File: src/rtl/lsu_wb_master.sv
// Load/store unit bus master: accepts one RV32I load or store from the pipeline,
// runs a single classic bus cycle (cyc/stb, registered ack), formats load data
// and reports completion, misalignment and (optionally) ack timeout.
// Optional feature macro: LSU_TIMEOUT_EN (ack-wait timeout of TIMEOUT cycles).
module lsu_wb_master #(
  parameter int unsigned AWIDTH  = 5,
  parameter int unsigned DWIDTH  = 32,
  parameter int unsigned TIMEOUT = 15
) (
  input  logic              l_clk,
  input  logic              l_rst,
  input  logic              l_i_valid,
  input  logic              l_i_load,
  input  logic              l_i_store,
  input  logic [2:0]        l_i_funct3,
  input  logic [31:0]       l_i_addr,
  input  logic [31:0]       l_i_wdata,
  output logic              l_o_ready,
  output logic              l_o_done,
  output logic              l_o_misaligned,
  output logic              l_o_err,
  output logic [31:0]       l_o_rdata,
  output logic              l_o_cyc,
  output logic              l_o_stb,
  output logic              l_o_we,
  output logic [3:0]        l_o_be,
  output logic [AWIDTH-1:0] l_o_load_addr,
  output logic [AWIDTH-1:0] l_o_store_addr,
  output logic [31:0]       l_o_wdata,
  input  logic [31:0]       l_i_mem_rdata,
  input  logic              l_i_ack
);

  typedef enum logic [1:0] {S_IDLE, S_REQ, S_WAIT, S_DONE} state_t;

  state_t            r_state;
  state_t            w_next;

  logic              r_ready;
  logic              r_done;
  logic              r_mis;
  logic              r_err;
  logic              r_cyc;
  logic              r_stb;
  logic [31:0]       r_rdata;

  logic              r_we;
  logic [2:0]        r_f3;
  logic [1:0]        r_lo;
  logic [AWIDTH-1:0] r_addr;
  logic [3:0]        r_be;
  logic [31:0]       r_wdata;

  logic              w_accept;
  logic              w_supported;
  logic              w_misal;
  logic [3:0]        w_be;
  logic [31:0]       w_wdata;
  logic              w_timeout;

  logic              w_done_d;
  logic              w_mis_d;
  logic              w_err_d;
  logic              w_cyc_d;
  logic              w_stb_d;
  logic [31:0]       w_rdata_d;

  logic              w_unused;

  // Address bits above the memory window are not decoded.
  assign w_unused = ^{l_i_addr[31:AWIDTH+2], 32'(TIMEOUT), 32'(DWIDTH)};

  // Load result formatting: lane select plus sign/zero extension.
  function automatic logic [31:0] f_fmt(input logic [31:0] word,
                                        input logic [2:0]  f3,
                                        input logic [1:0]  lo);
    logic [7:0]  b;
    logic [15:0] h;
    b = 8'(word >> {lo, 3'b000});
    h = lo[1] ? word[31:16] : word[15:0];
    case (f3)
      3'b000:  f_fmt = {{24{b[7]}}, b};
      3'b100:  f_fmt = {24'd0, b};
      3'b001:  f_fmt = {{16{h[15]}}, h};
      3'b101:  f_fmt = {16'd0, h};
      default: f_fmt = word;
    endcase
  endfunction

  // Request decode: acceptance, width legality and alignment.
  always_comb begin
    w_accept    = (r_state == S_IDLE) && l_i_valid && (l_i_load || l_i_store);
    w_supported = (l_i_funct3 == 3'b000) || (l_i_funct3 == 3'b001) ||
                  (l_i_funct3 == 3'b010) || (l_i_funct3 == 3'b100) ||
                  (l_i_funct3 == 3'b101);
    w_misal     = w_supported &&
                  (((l_i_funct3[1:0] == 2'b01) && l_i_addr[0]) ||
                   ((l_i_funct3[1:0] == 2'b10) && (l_i_addr[1:0] != 2'b00)));
  end

  // Store lane replication and byte enables; loads read the full word.
  always_comb begin
    w_be    = 4'b1111;
    w_wdata = l_i_wdata;
    if (l_i_store) begin
      case (l_i_funct3[1:0])
        2'b00: begin
          w_be    = 4'b0001 << l_i_addr[1:0];
          w_wdata = {4{l_i_wdata[7:0]}};
        end
        2'b01: begin
          w_be    = 4'b0011 << {l_i_addr[1], 1'b0};
          w_wdata = {2{l_i_wdata[15:0]}};
        end
        default: begin
          w_be    = 4'b1111;
          w_wdata = l_i_wdata;
        end
      endcase
    end
  end

`ifdef LSU_TIMEOUT_EN
  localparam int unsigned CNT_W = (TIMEOUT > 1) ? $clog2(TIMEOUT) : 1;

  logic [CNT_W-1:0] r_cnt;

  // Cycles spent in WAIT; cleared everywhere else.
  always_ff @(posedge l_clk or negedge l_rst) begin
    if (!l_rst)                r_cnt <= '0;
    else if (r_state == S_WAIT) r_cnt <= r_cnt + CNT_W'(1);
    else                       r_cnt <= '0;
  end

  assign w_timeout = (r_state == S_WAIT) && (r_cnt == CNT_W'(TIMEOUT - 1));
`else
  assign w_timeout = 1'b0;
`endif

  // Next state and next registered outputs.
  always_comb begin
    w_next    = r_state;
    w_done_d  = 1'b0;
    w_mis_d   = 1'b0;
    w_err_d   = 1'b0;
    w_cyc_d   = 1'b0;
    w_stb_d   = 1'b0;
    w_rdata_d = r_rdata;
    case (r_state)
      S_IDLE: begin
        if (w_accept) begin
          if (!w_supported || w_misal) begin
            w_next   = S_DONE;
            w_done_d = 1'b1;
            w_mis_d  = w_misal;
          end else begin
            w_next  = S_REQ;
            w_cyc_d = 1'b1;
            w_stb_d = 1'b1;
          end
        end
      end
      S_REQ: begin
        w_next  = S_WAIT;
        w_cyc_d = 1'b1;
      end
      S_WAIT: begin
        w_cyc_d = 1'b1;
        if (l_i_ack) begin
          w_next   = S_DONE;
          w_cyc_d  = 1'b0;
          w_done_d = 1'b1;
          if (!r_we) w_rdata_d = f_fmt(l_i_mem_rdata, r_f3, r_lo);
        end else if (w_timeout) begin
          w_next   = S_DONE;
          w_cyc_d  = 1'b0;
          w_done_d = 1'b1;
          w_err_d  = 1'b1;
        end
      end
      S_DONE: begin
        w_next = S_IDLE;
      end
      default: begin
        w_next = S_IDLE;
      end
    endcase
  end

  // State and status/control output registers.
  always_ff @(posedge l_clk or negedge l_rst) begin
    if (!l_rst) begin
      r_state <= S_IDLE;
      r_ready <= 1'b1;
      r_done  <= 1'b0;
      r_mis   <= 1'b0;
      r_err   <= 1'b0;
      r_cyc   <= 1'b0;
      r_stb   <= 1'b0;
      r_rdata <= '0;
    end else begin
      r_state <= w_next;
      r_ready <= (w_next == S_IDLE);
      r_done  <= w_done_d;
      r_mis   <= w_mis_d;
      r_err   <= w_err_d;
      r_cyc   <= w_cyc_d;
      r_stb   <= w_stb_d;
      r_rdata <= w_rdata_d;
    end
  end

  // Request fields and bus payload, captured on accept and held through WAIT.
  always_ff @(posedge l_clk or negedge l_rst) begin
    if (!l_rst) begin
      r_we    <= 1'b0;
      r_f3    <= '0;
      r_lo    <= '0;
      r_addr  <= '0;
      r_be    <= '0;
      r_wdata <= '0;
    end else if (w_accept) begin
      r_we    <= l_i_store;
      r_f3    <= l_i_funct3;
      r_lo    <= l_i_addr[1:0];
      r_addr  <= l_i_addr[AWIDTH+1:2];
      r_be    <= w_be;
      r_wdata <= w_wdata;
    end
  end

  assign l_o_ready      = r_ready;
  assign l_o_done       = r_done;
  assign l_o_misaligned = r_mis;
  assign l_o_err        = r_err;
  assign l_o_rdata      = r_rdata;
  assign l_o_cyc        = r_cyc;
  assign l_o_stb        = r_stb;
  assign l_o_we         = r_we;
  assign l_o_be         = r_be;
  assign l_o_load_addr  = r_addr;
  assign l_o_store_addr = r_addr;
  assign l_o_wdata      = r_wdata;

endmodule

File: config.mk
export PLATFORM = sky130hd
export DESIGN_NAME = lsu_wb_master
export DESIGN_NICKNAME = d
export VERILOG_FILES = /design/src/rtl/lsu_wb_master.sv
export SDC_FILE = /design/constraint.sdc
export NUM_CORES = 1
export LEC_CHECK = 0
export BUFFER_PORTS_ARGS = -buffer_cell sky130_fd_sc_hd__buf_2
export CAP_MARGIN = 10
export CORE_AREA = 5 5 102 104
export CTS_BUF_LIST = sky130_fd_sc_hd__clkbuf_8 sky130_fd_sc_hd__clkbuf_16
export CTS_CLUSTER_DIAMETER = 200
export DETAILED_ROUTE_END_ITERATION = 6
export DIE_AREA = 0 0 107 109
export GPL_TIMING_DRIVEN = 0
export HOLD_SLACK_MARGIN = 0.02
export PLACE_DENSITY = 0.77
export SLEW_MARGIN = 20
export SYNTH_ARGS = -nofsm -noshare
export SYNTH_HDL_FRONTEND = slang
export SYNTH_SLANG_ARGS = --single-unit
File: constraint.sdc
create_clock -name l_clk -period 2.68 [get_ports l_clk]
set_clock_uncertainty 0.1 [all_clocks]
set_input_delay 0.402 -clock l_clk [delete_from_list [all_inputs] [get_ports l_clk]]
set_output_delay 0.402 -clock l_clk [all_outputs]
set_load 0.01 [all_outputs]
==> results.toml <==
[synth]
synth_area_mm2 = 0.00414
syn_inst = 443
synth-warning-count = 0
synth_ff_type = "dfrtp_1"
ys_top_cells_by_count = "115 x nand2_1, 85 x dfrtp_1, 40 x nor2_1, 33 x nand3_1, 23 x clkbuf_1"
synthDistinctLibCells = 43
ys_async_sr_fraction_pct = 100
synth_top_area_share_pct = 51.4
synthTopCellsByArea = "dfrtp_1 51%, nand2_1 10%, mux2_2 4.4%, nand3_1 4.0%, nor2_1 3.6%"
yosysTopAreaCell = "dfrtp_1"
postSynthAreaPerCell_um2 = 9.35
synth_nets = 553
synth_most_common_cell = "nand2_1"
synth_edf_count = 0
ys_seq_area_share_pct = 52.0
ys_ff_latch = 86

[clock_tree]
ctsResizeCount = 0
cts_buffers = 9
clk_path_buf_depth = 2
cts_num_sinks = 86
cts_max_level = 3
clk_latency_ps = 360
cts_tree = "yes"
cts_root_buffer = "clkbuf_8"
cts_setup_buffers = 0
cts.clk_slew.worst_paths_ps = 80

[critical_path]
worst_r2r_startpoint = "r_state[0]"
worstSetupPathType = "flip-flop to flip-flop"
path_max_fanout = 10
critPathCaptureType = "flip-flop"
crit_required_ps = 2810
rrSetupSlack_ps = 370
worstSetupStartpointType = "flip-flop"
r2r_cells = 8
crit_path_start = "r_state[0]"
worstPathArrival_ps = 2450
r2r-end = "l_o_rdata[22]"

[sta]
hold_violations = 0
maxSlewHeadroom_pct = 56.0
finalMaxSlewViolations = 0
tightest_slew_ps = 657
min_period_ps = 2310
rsz0062_at_grt = "no"
setup_violations = 0
min_period_over_period_pct = 86.4
timing.fmax_mhz = 432
setup_tns_ps = 0

[cells_and_area]
fill_cells = 894
syn2layout_area_growth_pct = 29.3
multiInputGateArea_mm2 = 0.00179
layout.nets = 729
fin_util_pct = 56.6
regArea_mm2 = 0.00215
num_antenna_cells = 0
drive_gt1_share_pct = 34.3

[floorplanning]
core_mm2 = 0.00946
die_h_um = 109
die_w_um = 107
fp-row-count = 36
initial_core_util_pct = 43.8
io_pins = 190
die_area_mm2 = 0.0117

[pwr]
leakagePower_nw = 2.74
powerDensity_mw_per_mm2 = 1120
power_mw = 6.02
ir_drop_v = 0.000534

[placement]
io_buffers = 163
dp_hpwl_mm = 9.66
place_congestion = 0.890

[grt]
first_global_vias = 4079
grtUsageTotal_pct = 22.1
grt_max_degree = 50
overflow = 0
grt_pass1_wl_mm = 20.2
antenna_found_initial = 0

[worst_hold_path]
min_to = "l_o_load_addr[4]"
hold_class = "input port to flip-flop"
holdPathStages = 3
min-delay-start = "l_i_addr[6]"

[detailed_routing]
drc = 0
wl_per_cell_um = 17.1
first_pass_iters = 4
dr_total_vias = 3967
ant_nets = 0
drt_iter0_drc = 237
vias_per_cell = 5.38
routed_wl_mm = 12.6

[run_status]
status = "complete, no violations"

[flow_run]
max_cap_viol_count = 0
power by group:
part	internal (mW)	total (mW)	switching (mW)
logic	1.16	2.73	1.57
clock network	0.542	1.02	0.474
registers	1.92	2.28	0.358
logic make-up (layout without fill, tap and decap cells):
group	count (synthesis)	in the layout	share of synthesized area (%)
and+or+nand+nor	211	211	22.5
DFF	86	86	52.0
AOI/OAI and AO/OA	72	72	11.8
buffers and inverters	41	222	4.71
muxes	27	27	7.31
adders and majority gates	5	5	1.51
other	1	1	0.0905
worst max-delay path: stages (launching register included):
cell,delay (ps)
dfrtp_1,420
inv_1,120
ha_1,210
nand2_1,70
or2_2,280
clkbuf_1,210
o31ai_4,500
buf_6,210
a21oi_1,70
layout make-up:
cell class              instances  share of cell area, %
repair buffers                165                   16.0
inverters                       6                  0.421
clock buffers                  10                   2.57
well taps                     114                   2.66
plain buffers                  35                   3.22
flip-flops and latches         86                   40.2
multi-input cells             316                   33.5
clock inverters                 6                   1.45
layer usage:
metal	vias to the layer above	wire length (um)	track usage, %
li1	1861	-	-
met1	1892	5250	27.3
met3	22	1190	6.81
met5	-	0	0
met2	192	5890	35.9
met4	0	322	9.59
cell usage in the layout, fill, tap and decap left out, drive strengths merged, types with 2 or more instances in the layout:
| cell type | n |
|---|---|
| buf | 176 |
| nand2 | 115 |
| dfrtp | 85 |
| nor2 | 40 |
| nand3 | 33 |
| clkbuf | 33 |
| a21oi | 21 |
| mux2 | 16 |
| o21ai | 15 |
| nor3b | 11 |
| mux2i | 10 |
| inv | 8 |
| a211oi | 8 |
| a32oi | 6 |
| a221o | 6 |
| ha | 5 |
| a31oi | 4 |
| nand2b | 3 |
| o22a | 2 |
| o22ai | 2 |
| nor2b | 2 |
| bufinv | 2 |
| clkinv | 2 |
per-stage QoR:
step                      hold WS (ps)  area, um^2  setup slack, ps  instances
final                              137        5360              365        738
after floorplan                   6.41        4140              690        443
after global placement             355        5100              357        720
after CTS                          118        5360              344        738
after detailed placement           314        5130              369        721
after global routing               122        5360              228        738
state kept, by name, summed over array words and instances (netlist names), 2 cells and up:
| name | flops |
|---|---|
| l_o_load_addr | 5 |
| r_f3 | 3 |
| r_state | 2 |
| l_o_rdata | 32 |
| r_lo | 2 |
| l_o_wdata | 32 |
| l_o_be | 4 |
worst max path at each step:
stage                    end  slack (ps)  depth (start not counted)
2_1_floorplan  l_o_rdata[21]         690                          8
3_3_place_gp   l_o_wdata[26]         360                          1
3_5_place_dp   l_o_rdata[22]         370                          8
4_1_cts        l_o_rdata[22]         340                          8
5_1_grt        l_o_rdata[22]         230                          8
6_report       l_o_rdata[22]         370                          8
timing repair:
item / CTS / global route
endpoints found under the hold margin: 37 / 0
hold buffers: 1 / 0
endpoints found under the setup margin: 0 / 0
(Power assumes the default switching activity.)
